File: config.mk
export PLATFORM = sky130hd
export DESIGN_NAME = reg_wb_queue
export DESIGN_NICKNAME = d
export VERILOG_FILES = /design/src/rtl/reg_wb_queue.sv
export SDC_FILE = /design/constraint.sdc
export NUM_CORES = 1
export LEC_CHECK = 0
export ABC_AREA = 1
export BUFFER_PORTS_ARGS = -buffer_cell sky130_fd_sc_hd__buf_4
export CORE_ASPECT_RATIO = 0.5
export CORE_MARGIN = 8
export CORE_UTILIZATION = 40
export DETAILED_ROUTE_END_ITERATION = 6
export SLEW_MARGIN = 20
export SYNTH_ARGS = -nofsm -noshare
export SYNTH_HDL_FRONTEND = slang
export SYNTH_SLANG_ARGS = --single-unit
File: constraint.sdc
create_clock -name clk -period 7.07 [get_ports clk]
set_input_delay 1.7675 -clock clk [delete_from_list [all_inputs] [get_ports clk]]
set_output_delay 1.7675 -clock clk [all_outputs]
set_load 0.02 [all_outputs]
File: src/rtl/reg_wb_queue.sv
// reg_wb_queue: in-order write-back FIFO feeding the register file write port,
// with pending-write hazard detection and youngest-entry forwarding for two read ports.
module reg_wb_queue #(
    parameter int DATA_W = 16,
    parameter int ADDR_W = 3,
    parameter int DEPTH  = 4
) (
    input  logic              clk,
    input  logic              rst_n,
    input  logic              alu_valid,
    output logic              alu_ready,
    input  logic [ADDR_W-1:0] alu_dest,
    input  logic [DATA_W-1:0] alu_data,
    input  logic              ld_valid,
    output logic              ld_ready,
    input  logic [ADDR_W-1:0] ld_dest,
    input  logic [DATA_W-1:0] ld_data,
    input  logic              wb_stall,
    output logic              reg_write_en,
    output logic [ADDR_W-1:0] reg_write_dest,
    output logic [DATA_W-1:0] reg_write_data,
    input  logic [ADDR_W-1:0] chk_addr_1,
    output logic              pend_1,
    output logic [DATA_W-1:0] fwd_data_1,
    input  logic [ADDR_W-1:0] chk_addr_2,
    output logic              pend_2,
    output logic [DATA_W-1:0] fwd_data_2,
    output logic [$clog2(DEPTH):0] q_count,
    output logic              q_empty
);
    localparam int PW = $clog2(DEPTH);
    localparam int CW = PW + 1;

    logic [ADDR_W-1:0] dest_q [DEPTH];
    logic [DATA_W-1:0] data_q [DEPTH];
    logic [PW-1:0]     wr_ptr, rd_ptr, idx;
    logic [CW-1:0]     count;
    logic              push, pop;
    logic [ADDR_W-1:0] push_dest;
    logic [DATA_W-1:0] push_data;

    assign ld_ready       = rst_n && (count < CW'(DEPTH));
    assign alu_ready      = ld_ready && !ld_valid;
    assign push_dest      = ld_valid ? ld_dest : alu_dest;
    assign push_data      = ld_valid ? ld_data : alu_data;
    // r0 writes complete the handshake but are dropped
    assign push           = ((ld_valid && ld_ready) || (alu_valid && alu_ready)) && push_dest != '0;
    assign q_count        = count;
    assign q_empty        = count == '0;
    assign reg_write_en   = !q_empty && !wb_stall;
    assign pop            = reg_write_en;
    assign reg_write_dest = reg_write_en ? dest_q[rd_ptr] : '0;
    assign reg_write_data = reg_write_en ? data_q[rd_ptr] : '0;

    // scan oldest to youngest so the last match wins
    always_comb begin
        pend_1     = 1'b0;
        fwd_data_1 = '0;
        pend_2     = 1'b0;
        fwd_data_2 = '0;
        idx        = rd_ptr;
        for (int i = 0; i < DEPTH; i++) begin
            idx = rd_ptr + PW'(i);
            if (CW'(i) < count && chk_addr_1 != '0 && dest_q[idx] == chk_addr_1) begin
                pend_1     = 1'b1;
                fwd_data_1 = data_q[idx];
            end
            if (CW'(i) < count && chk_addr_2 != '0 && dest_q[idx] == chk_addr_2) begin
                pend_2     = 1'b1;
                fwd_data_2 = data_q[idx];
            end
        end
    end

    always_ff @(posedge clk or negedge rst_n) begin
        if (!rst_n) begin
            wr_ptr <= '0;
            rd_ptr <= '0;
            count  <= '0;
            for (int i = 0; i < DEPTH; i++) begin
                dest_q[i] <= '0;
                data_q[i] <= '0;
            end
        end else begin
            if (push) begin
                dest_q[wr_ptr] <= push_dest;
                data_q[wr_ptr] <= push_data;
                wr_ptr         <= wr_ptr + PW'(1);
            end
            if (pop) rd_ptr <= rd_ptr + PW'(1);
            count <= count + CW'(push) - CW'(pop);
        end
    end
endmodule

# Word level (Yosys, flattened, before mapping)
# Index checks and enable logic that the tools add are counted.
# totals
out_inout_bits	60
register_bits	83
in_bits	49
elab_cells	122
# op_classes
order_cmp	11
n_eq_ne	8
reduce_logical	31
addsub	6
mux	50
n_bitwise	5
# ops
cell	count
two-way mux 16 bit	19
binary-select mux 16 bit (select 2 bit)	4
bitwise mux 64 bit	1
two-way mux 3 bit	11
demux 16 bit (select 2 bit)	1
binary-select mux 3 bit (select 2 bit)	4
equality test 3 bit	8
logical AND 1 bit	23
>= comparator 3 bit, second input constant	5
inverter 2 -> 3 bit	5
bitwise mux 12 bit	1
nonzero test 3 bit	3
two-way mux 1 bit	8
demux 3 bit (select 2 bit)	1
< comparator 1 x 3 -> 1 bit, first input constant	2
< comparator 2 x 3 -> 1 bit, first input constant	2
adder 2 x 1 -> 2 bit, second input constant	2
adder 2 bit, second input constant	2
adder 3 x 1 -> 3 bit	1
zero test 1 bit	3
zero test 3 bit	1
< comparator 3 x 1 -> 1 bit, second input constant	1
< comparator 3 bit, second input constant	1
subtractor 3 x 1 -> 3 bit	1
logical OR 1 bit	1

# Longest topological paths before layout
# depth
depth_word	10
ltp_mapped	17

# Worst setup path before layout
# No wires, ideal clock.
# synth_timing
kind	in2out
startpoint	in wb_stall
endpoint	out reg_write_data[10]
arrival_time_ps	3200
stages	4
slack_ps	2102
path_buffers	1
cell_sequence	nor2_1 -> clkinv_1 -> clkbuf_1 -> nor2_1
# synth_via
elab_chain_cells	3
# synth_lines
element	line	text
from (decl)	18	input logic wb_stall,
zero test 1 bit	50	assign reg_write_en = !q_empty && !wb_stall;
logical AND 1 bit	50	
two-way mux 16 bit	53	assign reg_write_data = reg_write_en ? data_q[rd_ptr] : '0;
to (decl)	21	output logic [DATA_W-1:0] reg_write_data,
# No other way between the ends.

# Worst setup path after layout
# layout_timing
startpoint	in chk_addr_1[0]
endpoint	out fwd_data_1[13]
# layout_via
elab_chain_cells	7
word_cells_on_any_way	17
classes_between	4 x eq/ne; 4 x mux; 9 x reduce/logical
# layout_lines
element	line	text
from (decl)	22	input logic [ADDR_W-1:0] chk_addr_1,
nonzero test 3 bit	64	if (CW'(i) < count && chk_addr_1 != '0 && dest_q[idx] == chk_addr_1) begin
logical AND 1 bit (2 in series)	64	
two-way mux 16 bit (3 in series)	64	
two-way mux 16 bit *	64	
to (decl)	24	output logic [DATA_W-1:0] fwd_data_1,
# Every way passes the cells marked *; elsewhere a longest branch is shown, timed or not.

==> results.py <==
metrics = {
    "clock_tree": {
        "post_cts_resized": 0,
        "postCtsSetupBuffers": 0,
        "ctsHoldBuffers": 0,
        "worstSkewPairLatency_ns": 0.34,
        "clockBufferDepth": 2,
        "numCtsBuffers": 9,
        "cts_tree": "built",
        "path_clk_slew_ns": 0.06,
        "clock-root-buffer": "clkbuf_16",
        "cts.sinks": 83,
        "cts-htree-levels": 3,
    },
    "synthesis": {
        "ys.flop_type": "dfrtp_1",
        "yosys.area_share.simple_pct": 41.5,
        "yosysTopAreaCellShare_pct": 27.5,
        "synthArstFlopShare_pct": 100,
        "synth_cell_types": 40,
        "synthAdderAreaFrac_pct": 1.54,
        "synth_nets": 1404,
        "synth_top_family_by_area": "simple AND/OR/NAND/NOR gates",
        "synth_area_leaders": "nand2_1 (27%), dfrtp_1 (27%), o21ai_0 (10%), inv_1 (9.0%), nand3_1 (6.6%)",
        "syn_inst": 1346,
        "yosysWarnings": 0,
        "synth_area_per_cell_sq_um": 5.78,
        "synth_edf_count": 0,
        "ys_seq_area_share_pct": 26.7,
        "synth_xor_xnor_area_share_pct": 0.788,
        "ys_seq_elements": 83,
        "synth-compound-area-share_pct": 14.6,
        "synth_top_area_cell": "nand2_1",
        "netlist_area_sq_mm": 0.00778,
        "muxShareOfSynthArea_pct": 0,
    },
    "route": {
        "ant_nets": 0,
        "initialDrtViolationCount": 593,
        "drc_errors": 2,
        "first_pass_iters": 7,
        "via_per_inst": 4.99,
        "wl_mm": 25.1,
        "routed_wire_length_per_instance_microns": 15.0,
        "vias": 8335,
    },
    "placed_design": {
        "place.gp.congestion": 0.918,
        "portBuffers": 108,
        "dp_hpwl_mm": 19.0,
        "placed_cell_area_sq_mm": 0.00857,
    },
    "die": {
        "die_area_sq_mm": 0.0244,
        "start_util_pct": 40.3,
        "die_w_microns": 213,
        "rows": 36,
        "core_area_sq_mm": 0.0193,
        "dieHeight_microns": 115,
        "io_pins": 109,
    },
    "worst_setup_path": {
        "critPathMaxFanout": 18,
        "crit_start": "chk_addr_1[0]",
        "critPathArrivalTime_ns": 3.62,
        "cp_slowest_cell": "nor3_1",
        "worstSetupPathType": "input port to primary output",
        "r2r_cells": 8,
        "rrSetupSlack_ns": 4.69,
        "max_stage_delay_ns": 0.40,
        "worstSetupStartpointType": "input port",
        "worstPathCellList": "buf_4 > nor3_1 > nor2_1 > nand2_1 > nor2_1 > nand2_2 > nand2_2 > nand2_1 > nand2_1 > nand2_1 > buf_4",
        "cp_data_required_time_ns": 5.30,
        "crit_top_cell": "nand2_1",
        "reg2reg_from": "q_count[2]",
        "crit_path_end_kind": "primary output",
        "r2r-end": "dest_q[7]",
    },
    "finish": {
        "post-route-util_pct": 45.9,
        "design_area_sq_mm": 0.00886,
        "finalNetCount": 1460,
        "drive_above_1_share_pct": 12.9,
        "final_common_cell": "nand2_1",
        "n_antenna_cell": 0,
        "layout_common_cells": "nand2_1 (569), inv_1 (187), o21ai_0 (161), buf_4 (117), nand3_1 (103)",
        "fillCellCount": 2090,
        "synthToLayoutAreaGrowth_pct": 13.9,
    },
    "timing": {
        "fin_setup_tns_ns": 0,
        "min_period_ns": 5.39,
        "tightest_slew_ns": 1.11,
        "drv_slew": 0,
        "hold_viol": 0,
        "setup_viol": 0,
        "relSlewSlack_pct": 26.0,
        "fin_crit_sh_pct": 76.3,
        "max_freq_ghz": 0.185,
        "grt_setup_unrepaired": "no",
        "clock_skew_ns": 0.00586,
    },
    "global_routing": {
        "grt.total_usage_pct": 21.3,
        "globalRoute.busiestLayer": "met2",
        "antenna_found_initial": 0,
        "grtUsageMet3_pct": 3.31,
        "grt_max_degree": 121,
        "grt_pass1_wl_mm": 42.0,
        "grt_pass1_vias": 8163,
        "grt_overflow": 0,
        "grt.met2_usage_pct": 37.2,
        "grtUsageMet1_pct": 27.4,
    },
    "min_path": {
        "hold_path.class": "flip-flop to flip-flop",
        "holdPathStages": 2,
        "hp-start": "data_q[29]",
        "hold_path_end": "data_q[29]",
    },
    "status": {
        "outcome": "finished with violations",
        "violations": "design-rule violations",
    },
    "job": {
        "max-cap-violations": 0,
    },
}
[how the worst max path moves through the flow]
stage	end	cells past startpoint
after floorplan	reg_write_data[10]	4
after global placement	fwd_data_2[14]	11
after detailed placement	fwd_data_1[13]	11
after CTS	fwd_data_1[13]	11
after global routing	fwd_data_1[13]	11
final	fwd_data_1[13]	11
[worst max-delay path: cells and delay by family]
family,cells,cell delay (ns)
buf+inv,2,0.30
simple gates,9,1.55
[metal layers]
metal / vias to the layer above / wire length [microns]
met2: 182 / 12200
met3: 23 / 1060
met1: 3882 / 11500
li1: 4248 / -
met4: 0 / 318
met5: - / 0
[area by class of cell]
cell class,instances,area (sq um),area share (%)
Clock inverter,5,55.1,0.622
Sequential cell,83,2080,23.5
Inverter,193,728,8.22
Tap cell,266,333,3.76
Timing Repair Buffer,117,878,9.92
Clock buffer,10,229,2.59
Multi-Input combinational cell,998,4550,51.4
[cell usage after synthesis, drive strengths merged (4+ instances only)]
cell type / number
nand3: 114
dfrtp: 83
nor2: 53
or2: 4
nor3: 4
xor2: 6
inv: 191
o21a: 13
buf: 46
o21ai: 198
nand2: 585
a21oi: 4
ha: 8
clkbuf: 26
[flip-flops by register name (all words and copies together) (netlist names)]
| name | count |
|---|---|
| rd_ptr | 2 |
| data_q | 64 |
| dest_q | 12 |
| q_count | 3 |
| wr_ptr | 2 |
[cells by family after synthesis]
| group | count (synthesis) |
|---|---|
| buf+inv | 265 |
| xor+xnor | 7 |
| simple gates | 765 |
| compound gates | 217 |
| flops | 83 |
| fa+ha+maj | 9 |
[stage by stage]
| stage | std cells | hold WS, ns | worst slack (ns) |
|---|---|---|---|
| floorplan | 1346 | 0.483 | 2.10 |
| global placement | 1657 | 0.504 | 1.75 |
| detailed placement | 1657 | 0.512 | 1.72 |
| CTS | 1672 | 0.525 | 1.72 |
| global route | 1672 | 0.566 | 1.48 |
| finish | 1672 | 0.525 | 1.68 |
Power is left out: the tool's default activity adds up to more than one toggle a clock period on the data nets, which glitch-free logic cannot reach.
